[src/rtl/lcd_bus_receiver_pkg.sv]
// Shared codes, line-wrap addresses and receiver states for the LCD bus receiver.
package lcd_bus_receiver_pkg;

  localparam logic [7:0] LCD_CLEAR         = 8'h01;
  localparam logic [7:0] LCD_HOME          = 8'h02;
  localparam logic [7:0] LCD_SET_DDRAM     = 8'h80;
  localparam logic [3:0] LCD_FUNC_SET_4BIT = 4'h2;

  localparam logic [6:0] LINE1_END   = 7'h27;
  localparam logic [6:0] LINE2_START = 7'h40;
  localparam logic [6:0] LINE2_END   = 7'h67;
  localparam logic [6:0] ADDR_MAX    = 7'h7F;

  typedef enum logic [1:0] {
    INIT8 = 2'd0,
    HI    = 2'd1,
    LO    = 2'd2
  } rxState_t;

  // Address counter step after a data write, following the two-line wrap.
  function automatic logic [6:0] nextDdramAddr(input logic [6:0] addr);
    logic [6:0] result;
    case (addr)
      LINE1_END: result = LINE2_START;
      LINE2_END: result = 7'h00;
      ADDR_MAX:  result = 7'h00;
      default:   result = addr + 7'd1;
    endcase
    return result;
  endfunction

endpackage

[src/rtl/lcd_busy_timer.sv]
// Loadable down-counter modelling the LCD controller busy time.
module lcd_busy_timer #(
  parameter int WIDTH = 17
) (
  input  logic             Clock,
  input  logic             Reset,
  input  logic             iLoad,
  input  logic [WIDTH-1:0] iLoadValue,
  output logic             oBusy
);

  localparam logic [WIDTH-1:0] ONE = WIDTH'(1);

  logic [WIDTH-1:0] count_r;

  // Busy is kept registered and equal to (count_r != 0) at every edge.
  always_ff @(posedge Clock or posedge Reset) begin
    if (Reset) begin
      count_r <= '0;
      oBusy   <= 1'b0;
    end else if (iLoad) begin
      count_r <= iLoadValue;
      oBusy   <= (iLoadValue != '0);
    end else if (count_r != '0) begin
      count_r <= count_r - ONE;
      oBusy   <= (count_r != ONE);
    end else begin
      count_r <= count_r;
      oBusy   <= 1'b0;
    end
  end

endmodule

[src/rtl/lcd_bus_receiver.sv]
// Listening end of the 4-bit HD44780-style LCD write bus: nibble capture,
// byte reassembly, command decode, DDRAM address tracking and busy modelling.
module lcd_bus_receiver
  import lcd_bus_receiver_pkg::*;
#(
  parameter int BUSY_CYCLES       = 2000,
  parameter int CLEAR_BUSY_CYCLES = 82000,
  parameter int MIN_E_HIGH        = 12
) (
  input  logic       Clock,
  input  logic       Reset,
  input  logic       iLCD_Enabled,
  input  logic       iLCD_RegisterSelect,
  input  logic       iLCD_ReadWrite,
  input  logic [3:0] iLCD_Data,
  output logic [7:0] oByte,
  output logic       oIsData,
  output logic       oByteValid,
  output logic [6:0] oDDRAMAddr,
  output logic       oFourBitMode,
  output logic       oBusy,
  output logic       oProtocolError
);

  localparam int MAX_BUSY = (CLEAR_BUSY_CYCLES > BUSY_CYCLES) ? CLEAR_BUSY_CYCLES : BUSY_CYCLES;
  localparam int BUSY_W   = $clog2(MAX_BUSY + 1);
  localparam int EHI_W    = $clog2(MIN_E_HIGH + 1);

  localparam logic [BUSY_W-1:0] BUSY_LOAD  = BUSY_W'(BUSY_CYCLES);
  localparam logic [BUSY_W-1:0] CLEAR_LOAD = BUSY_W'(CLEAR_BUSY_CYCLES);
  localparam logic [EHI_W-1:0]  E_MIN      = EHI_W'(MIN_E_HIGH);

  logic             eSync_r, rsSync_r, rwSync_r;
  logic [3:0]       dSync_r;
  logic             eDly_r, rsDly_r, rwDly_r;
  logic [3:0]       dDly_r;
  logic [EHI_W-1:0] eHighCnt_r;

  rxState_t   state_r, stateNext_s;
  logic [3:0] hiNibble_r;
  logic       hiRs_r;

  logic              strobe_s;
  logic              byteFire_s;
  logic [7:0]        byteNext_s;
  logic              isDataNext_s;
  logic              hiCapture_s;
  logic              setFourBit_s;
  logic              errSet_s;
  logic [6:0]        addrNext_s;
  logic [BUSY_W-1:0] busyLoad_s;

  // Bus inputs registered once; the delayed copy holds the values seen while E was high.
  always_ff @(posedge Clock or posedge Reset) begin
    if (Reset) begin
      eSync_r  <= 1'b0;
      rsSync_r <= 1'b0;
      rwSync_r <= 1'b0;
      dSync_r  <= 4'h0;
      eDly_r   <= 1'b0;
      rsDly_r  <= 1'b0;
      rwDly_r  <= 1'b0;
      dDly_r   <= 4'h0;
    end else begin
      eSync_r  <= iLCD_Enabled;
      rsSync_r <= iLCD_RegisterSelect;
      rwSync_r <= iLCD_ReadWrite;
      dSync_r  <= iLCD_Data;
      eDly_r   <= eSync_r;
      rsDly_r  <= rsSync_r;
      rwDly_r  <= rwSync_r;
      dDly_r   <= dSync_r;
    end
  end

  // E-high width counter, saturating at the minimum legal width.
  always_ff @(posedge Clock or posedge Reset) begin
    if (Reset) begin
      eHighCnt_r <= '0;
    end else if (!eSync_r) begin
      eHighCnt_r <= '0;
    end else if (eHighCnt_r != E_MIN) begin
      eHighCnt_r <= eHighCnt_r + EHI_W'(1);
    end else begin
      eHighCnt_r <= eHighCnt_r;
    end
  end

  assign strobe_s = eDly_r & ~eSync_r;

  // Strobe classification and nibble/byte phase tracking.
  always_comb begin
    stateNext_s  = state_r;
    byteFire_s   = 1'b0;
    byteNext_s   = oByte;
    isDataNext_s = oIsData;
    hiCapture_s  = 1'b0;
    setFourBit_s = 1'b0;
    errSet_s     = 1'b0;
    if (strobe_s) begin
      errSet_s = (eHighCnt_r < E_MIN) | rwDly_r | oBusy;
      if (rwDly_r) begin
        stateNext_s = state_r;
      end else begin
        case (state_r)
          INIT8: begin
            if (rsDly_r) begin
              errSet_s = 1'b1;
            end else begin
              byteFire_s   = 1'b1;
              byteNext_s   = {dDly_r, 4'h0};
              isDataNext_s = 1'b0;
              if (dDly_r == LCD_FUNC_SET_4BIT) begin
                stateNext_s  = HI;
                setFourBit_s = 1'b1;
              end else begin
                stateNext_s = INIT8;
              end
            end
          end
          HI: begin
            hiCapture_s = 1'b1;
            stateNext_s = LO;
          end
          LO: begin
            stateNext_s = HI;
            if (rsDly_r != hiRs_r) begin
              errSet_s = 1'b1;
            end else begin
              byteFire_s   = 1'b1;
              byteNext_s   = {hiNibble_r, dDly_r};
              isDataNext_s = rsDly_r;
            end
          end
          default: stateNext_s = INIT8;
        endcase
      end
    end else begin
      stateNext_s = state_r;
    end
  end

  // Byte decode: next DDRAM address and busy reload value.
  always_comb begin
    addrNext_s = oDDRAMAddr;
    busyLoad_s = BUSY_LOAD;
    if (isDataNext_s) begin
      addrNext_s = nextDdramAddr(oDDRAMAddr);
    end else if (state_r == INIT8) begin
      addrNext_s = oDDRAMAddr;
    end else if ((byteNext_s == LCD_CLEAR) || (byteNext_s[7:1] == LCD_HOME[7:1])) begin
      addrNext_s = 7'h00;
      busyLoad_s = CLEAR_LOAD;
    end else if ((byteNext_s & LCD_SET_DDRAM) != 8'h00) begin
      addrNext_s = byteNext_s[6:0];
    end else begin
      addrNext_s = oDDRAMAddr;
    end
  end

  // Receiver state machine with registered outputs.
  always_ff @(posedge Clock or posedge Reset) begin
    if (Reset) begin
      state_r        <= INIT8;
      hiNibble_r     <= 4'h0;
      hiRs_r         <= 1'b0;
      oByte          <= 8'h00;
      oIsData        <= 1'b0;
      oByteValid     <= 1'b0;
      oDDRAMAddr     <= 7'h00;
      oFourBitMode   <= 1'b0;
      oProtocolError <= 1'b0;
    end else begin
      state_r    <= stateNext_s;
      oByteValid <= byteFire_s;
      if (hiCapture_s) begin
        hiNibble_r <= dDly_r;
        hiRs_r     <= rsDly_r;
      end
      if (byteFire_s) begin
        oByte      <= byteNext_s;
        oIsData    <= isDataNext_s;
        oDDRAMAddr <= addrNext_s;
      end
      if (setFourBit_s) begin
        oFourBitMode <= 1'b1;
      end
      if (errSet_s) begin
        oProtocolError <= 1'b1;
      end
    end
  end

  lcd_busy_timer #(
    .WIDTH(BUSY_W)
  ) busyTimer (
    .Clock      (Clock),
    .Reset      (Reset),
    .iLoad      (byteFire_s),
    .iLoadValue (busyLoad_s),
    .oBusy      (oBusy)
  );

endmodule

[config.mk]
export PLATFORM = sky130hd
export DESIGN_NAME = lcd_bus_receiver
export DESIGN_NICKNAME = d
export VERILOG_FILES = /design/src/rtl/lcd_bus_receiver_pkg.sv /design/src/rtl/lcd_busy_timer.sv /design/src/rtl/lcd_bus_receiver.sv
export SDC_FILE = /design/constraint.sdc
export NUM_CORES = 1
export LEC_CHECK = 0
export CAP_MARGIN = 20
export CORE_AREA = 2 2 87 106
export DETAILED_ROUTE_END_ITERATION = 10
export DIE_AREA = 0 0 89 108
export SLEW_MARGIN = 20
export SYNTH_ARGS = -nofsm -noshare
export SYNTH_HDL_FRONTEND = slang
export SYNTH_SLANG_ARGS = --single-unit
[constraint.sdc]
create_clock -name Clock -period 3 [get_ports Clock]
set_input_delay 0.9 -clock Clock [delete_from_list [all_inputs] [get_ports Clock]]
set_output_delay 0.9 -clock Clock [all_outputs]
set_load 0.01 [all_outputs]
### Yosys cells after proc, flatten, opt, wreduce, memory -nomap -nowiden

Index checks and enable logic that the tools add are counted.

* add/subtract/negate cells: 3
* order comparisons: 1
* equality and inequality tests: 14
* mux-type cells: 45
* bitwise logic cells: 5
* reduce and logical (&&, ||, !) cells: 9

Operators by type and width (count)
* 2-to-1 mux 17 bit: 5
* nonzero test 17 bit: 2
* 2-to-1 mux 8 bit: 4
* 2-to-1 mux 7 bit: 4
* 2-to-1 mux 1 bit: 23
* inequality test 17 x 1 -> 1 bit, second input constant: 1
* subtractor 17 x 1 -> 17 bit, second input constant: 1
* case mux 8 bit (2 select lines): 1
* equality test 7 bit, second input constant: 2
* case mux 7 bit (2 select lines): 1
* equality test 8 x 1 -> 1 bit, second input constant: 1
* 2-to-1 mux 4 bit: 2
* adder 7 x 1 -> 7 bit, second input constant: 1
* equality test 7 x 1 -> 1 bit, second input constant: 1
* equality test 7 x 6 -> 1 bit, second input constant: 1
* case mux 1 bit (2 select lines): 3
* case mux 2 bit (3 select lines): 1
* AND reduction 3 bit: 2
* adder 4 x 1 -> 4 bit, second input constant: 1
* equality test 4 x 2 -> 1 bit, second input constant: 1
* less-than comparator 4 bit, second input constant: 1
* inequality test 2 bit, second input constant: 2
* inequality test 4 bit, second input constant: 1
* nonzero test 3 bit: 1
* 12 further kinds: 14

* bits in registers: 62
* bits of input ports: 9
* output and inout port bits: 20
* logic and storage cells: 97

### Longest topological paths before layout

* word-level depth: 12
* gate-level depth with buffers: 9
* gate-level depth less buffers: 7

### Hierarchy

A second synthesis with hierarchy kept.

* cell total of the unflattened synthesis: 328
* area, all modules: 3231.8 sq um

By module, submodules not included
* lcd_bus_receiver: instances 1, cells an instance 187, area an instance 2033.2 sq um, sequential area each 1101.1 sq um
* lcd_busy_timer: instances 1, cells an instance 141, area an instance 1198.6 sq um, sequential area each 450.4 sq um

### Least setup slack after synthesis

OpenSTA, ideal clock, no wires.

* path type: reg-to-reg
* start point: reg state_r[0]
* end point: reg busyTimer.count_r[10]
* library setup time: 0.144 ns
* data arrival time: 2.334 ns
* required time: 2.856 ns
* path slack: 0.522 ns
* cell stages (with the launch flop): 7
* path buffers: 0
* clock period less this slack: 2.478 ns
* cells stage by stage: dfrtp_1 -> nor4b_4 -> nand3_2 -> a221o_1 -> or3_4 -> o41ai_4 -> o21ai_0

* word-level cells in the longest chain between the ends: 10
* elaborated cells between the ends (all ways): 19
* those cells by class: eq/ne (3); mux (13); reduce/logical (3)

Ends and longest elaborated chain
* start, declared: RTL line lcd_bus_receiver.sv:39 `rxState_t state_r, stateNext_s;`
* start signal, assigned: RTL line lcd_bus_receiver.sv:174 `state_r <= stateNext_s;`
* equality test 2 bit or logical NOT 2 bit (tied branches): RTL line lcd_bus_receiver.sv:105, lcd_bus_receiver.sv:149
* case mux 8 bit (2 select lines): RTL line lcd_bus_receiver.sv:105 `case (state_r)`
* 2-to-1 mux 8 bit: RTL line lcd_bus_receiver.sv:102 `if (rwDly_r) begin`
* 2-to-1 mux 8 bit: RTL line lcd_bus_receiver.sv:100 `if (strobe_s) begin`
* equality test 8 x 1 -> 1 bit or equality test 7 x 1 -> 1 bit (tied branches): RTL line lcd_bus_receiver.sv:151 `end else if ((byteNext_s == LCD_CLEAR) || (byteNext_s[7:1] == LCD_HOME[7:1])) begin`
* logical OR 1 bit: RTL line lcd_bus_receiver.sv:151
* 2-to-1 mux 17 bit: RTL line lcd_bus_receiver.sv:151
* 2-to-1 mux 17 bit: RTL line lcd_bus_receiver.sv:149 `end else if (state_r == INIT8) begin`
* 2-to-1 mux 17 bit: RTL line lcd_bus_receiver.sv:147 `if (isDataNext_s) begin`
* 2-to-1 mux 17 bit: RTL line lcd_busy_timer.sv:21 `end else if (iLoad) begin`
* end signal, assigned: RTL line lcd_busy_timer.sv:22 `count_r <= iLoadValue;`
* end signal, assigned: RTL line lcd_busy_timer.sv:25 `count_r <= count_r - ONE;`
* end signal, assigned: RTL line lcd_busy_timer.sv:28 `count_r <= count_r;`
* end, declared: RTL line lcd_busy_timer.sv:14 `logic [WIDTH-1:0] count_r;`

Parallel ways exist; a longest one is shown, timed or not.
A chain may end at the register's enable or synchronous reset.

### Final worst setup path

* start point: reg state_r[0]
* end point: reg busyTimer.count_r[16]

Same word-level chain as after synthesis.

==> impl_metrics.yaml <==
grt:
  grt_use_total: 0.1472
  pin_count_of_the_biggest_net_entering_global_routing: 63
  antenna_found_initial: 0
  first_global_vias: 2237
  grt.overflow.total: 0
  grt_first_pass_wirelength_um: 10890
clock_network:
  cts_num_sinks: 62
  htree_levels: 3
  tritoncts.num_buffers: 9
  clk_path_buf_depth: 2
  cts.repair.resized: 0
  clk_transition_reported_paths_ns: 0.07
  post-cts-setup-buffers: 0
  root_buffer: "sky130_fd_sc_hd__clkbuf_8"
  clk-insertion-delay-late_ns: 0.34
  tritoncts: "yes"
  cts-hold-fix-buffers: 0
setup_path:
  path_class: "reg -> reg"
  cp-end-kind: "flip-flop"
  worst-endpoint-required_ns: 3.26
  timing.critical_path.cells: "nor4b_4 -> nand3_2 -> buf_4 -> inv_1 -> o22ai_1 -> or3_1 -> o41ai_4 -> a21boi_1"
  worst_setup_path_start_kind: "flip-flop"
  worstPathArrival_ns: 3.00
  worst-path-max-fanout: 11
  crit_slowest_cell: "sky130_fd_sc_hd__nor4b_4"
  timing.critical_path.slowest_cell_delay_ns: 0.46
synth:
  synthesis.yosys.warnings: 0
  synth.ff_latch_count: 62
  sequential_element_share_of_the_synthesized_area: 0.5272
  netlist_instances: 277
  netlist-cell-type-count: 53
  synth-async-reset-ratio: 1.000
  syn_area_sq_um: 2943
  postSynth.topFlopCell: "sky130_fd_sc_hd__dfrtp_1"
  syn_area_per_cell_sq_um: 10.62
  number_of_nets_produced_by_synthesis: 291
  number_of_enable_type_register_cells_in_the_synthesized_netlist: 0
sta:
  fmax_ghz: 0.3647
  layout_setup_ws_ns: 0.2580
  finalHoldViolations: 0
  timing.max_slew.rel_slack: 0.6364
  fin_worst_skew_ns: 0.007928
  final.setup.tns_ns: 0
  timing_worst_slew_pin_value_ns: 0.5378
  final_min_period_over_clock_period: 0.9140
  number_of_endpoints_failing_setup_at_the_final_stage: 0
  grt_setup_unrepaired: "no"
  period_minus_slack_ns: 2.742
  final-max-slew-violation-count: 0
final_layout:
  area_used_by_multi_input_combinational_logic_sq_um: 1316
  filler_cell_count: 844
  num-nets-final: 330
  seqCellArea_sq_um: 1551
  area_delta_synth_final_pct: 23.72
  antennaDiodeCount: 0
  drive_above_1_share: 0.1277
die:
  die-area_sq_um: 9612
  row_count: 37
  initial_core_util: 0.3455
  horizontal_die_dimension_um: 89
  floorplan.die.height_um: 108
  placeableCoreArea_sq_um: 8518
  num_io_pins: 29
run_status:
  run_status: "finished clean"
route:
  detailedRoute.firstIterationViolations: 195
  route.detailed.vias_per_inst: 5.233
  route.detailed.drc: 0
  post_drt_wl_per_cell_um: 14.71
  antenna_violating_nets_post_route: 0
  firstDrtPassIters: 4
  finalWirelength_um: 6445
  routed_via_count: 2292
place:
  gp_congestion: 0.8298
  placement.io_buffers: 28
  dp_worst_setup_slack_ns: 0.2350
  detailedPlacementHpwl_um: 4509
pwr:
  power_leakage_nw: 1.532
  peak_supply_drop_uv: 308.2
  pwr_density_cell_nw_per_um2: 682.5
hold_path:
  min_path_type: "reg -> reg"
flow_run:
  max_cap_viol_count: 0
[synth_stat cells (all sizes together) (4+ instances only)]
cell | n | area share
a21oi | 9 | 0.015
nand3 | 13 | 0.024
nor3 | 8 | 0.014
nor2 | 29 | 0.037
ha | 5 | 0.021
nor3b | 5 | 0.013
a31oi | 5 | 0.011
and3 | 5 | 0.011
a22o | 5 | 0.015
o211ai | 5 | 0.013
inv | 11 | 0.014
xor2 | 9 | 0.027
clkbuf | 5 | 0.0064
dfrtp | 62 | 0.53
o21ai | 17 | 0.029
xnor2 | 7 | 0.021
a211oi | 6 | 0.015
mux2 | 4 | 0.015
nand2 | 14 | 0.018
[logic make-up after synthesis]
family	count (synthesis)	share of synthesized area
xor gates and xnor gates	16	0.04762
DFF	62	0.5272
buffers and inverters	19	0.02551
AOI/OAI and AO/OA	69	0.1684
adders and majority gates	5	0.02126
muxes	6	0.02211
and+or+nand+nor	100	0.1879
[registers in the layout, indices dropped and copies added, names as in the netlist, 2 cells and up]
register,count
busyTimer.count_r,17
dDly_r,4
dSync_r,4
eHighCnt_r,4
hiNibble_r,4
oByte,8
oDDRAMAddr,7
state_r,2
[worst paths after layout]
check	from	end	slack (ns)	depth (start not counted)
worst max register to register	state_r[0]	busyTimer.count_r[16]	0.26	8
worst min-delay path	dSync_r[2]	dDly_r[2]	0.35	0
min in group asynchronous	Reset	dSync_r[2]	0.93	3
worst min register to register	dSync_r[2]	dDly_r[2]	0.35	0
max in group asynchronous	Reset	oDDRAMAddr[3]	1.80	3
worst max-delay path	state_r[0]	busyTimer.count_r[16]	0.26	8
[cell usage in the layout (no fill, tap or decap), drive strengths merged, types with 4 or more instances in the layout]
master,Yosys,final
buf,3,8
a22o,5,5
ha,5,5
nand2,14,14
nand3,13,13
and3,5,5
a31oi,5,5
inv,11,11
mux2,4,4
nor3b,5,5
o211ai,5,5
nor2,29,29
o21ai,17,17
clkbuf,5,11
nor3,8,8
dfrtp,62,62
a211oi,6,6
a21oi,9,9
xor2,9,9
clkdlybuf4s50,0,28
xnor2,7,7
[through the flow]
stage	std cells	util	power, mW	hold slack [ns]	cell area, sq um
2_1_floorplan	277	-	1.451	0.3312	2943
3_3_place_gp	422	0.4001	1.641	0.3344	3408
3_5_place_dp	422	0.4001	1.654	0.3347	3408
4_1_cts	438	0.4274	2.507	0.3507	3641
5_1_grt	438	0.4274	2.624	0.3608	3641
6_report	438	0.4274	2.485	0.3489	3641
[report_power, final]
part	switching [mW]	leakage [nW]	internal, mW	total (mW)
logic	0.264	0.643	0.255	0.519
registers	0.145	0.774	0.975	1.12
clock network	0.333	0.116	0.513	0.846
total	0.742	1.53	1.74	2.49
[layer usage]
metal	GRT usage	up-vias	share of wire
li1	-	1095	-
met1	0.2026	1129	0.48
met2	0.2191	55	0.47
met3	0.03206	13	0.033
met4	0.07143	0	0.025
met5	0	-	0
[worst max-delay path: cells and delay by family, from the launching register on]
| family | cells | cell delay [ns] |
|---|---|---|
| and+or+nand+nor | 3 | 1.10 |
| DFF | 1 | 0.45 |
| AOI/OAI and AO/OA | 3 | 0.78 |
| buffers and inverters | 2 | 0.33 |
[final cells by class]
| type | instances | area share |
|---|---|---|
| multi-input cells | 196 | 0.3615 |
| inverters | 11 | 0.01134 |
| well taps | 117 | 0.04021 |
| repair buffers | 36 | 0.09691 |
| clock buffers | 11 | 0.04158 |
| flip-flops and latches | 62 | 0.4261 |
| clock inverters | 5 | 0.02234 |
Power figures use the tool's default switching activity.
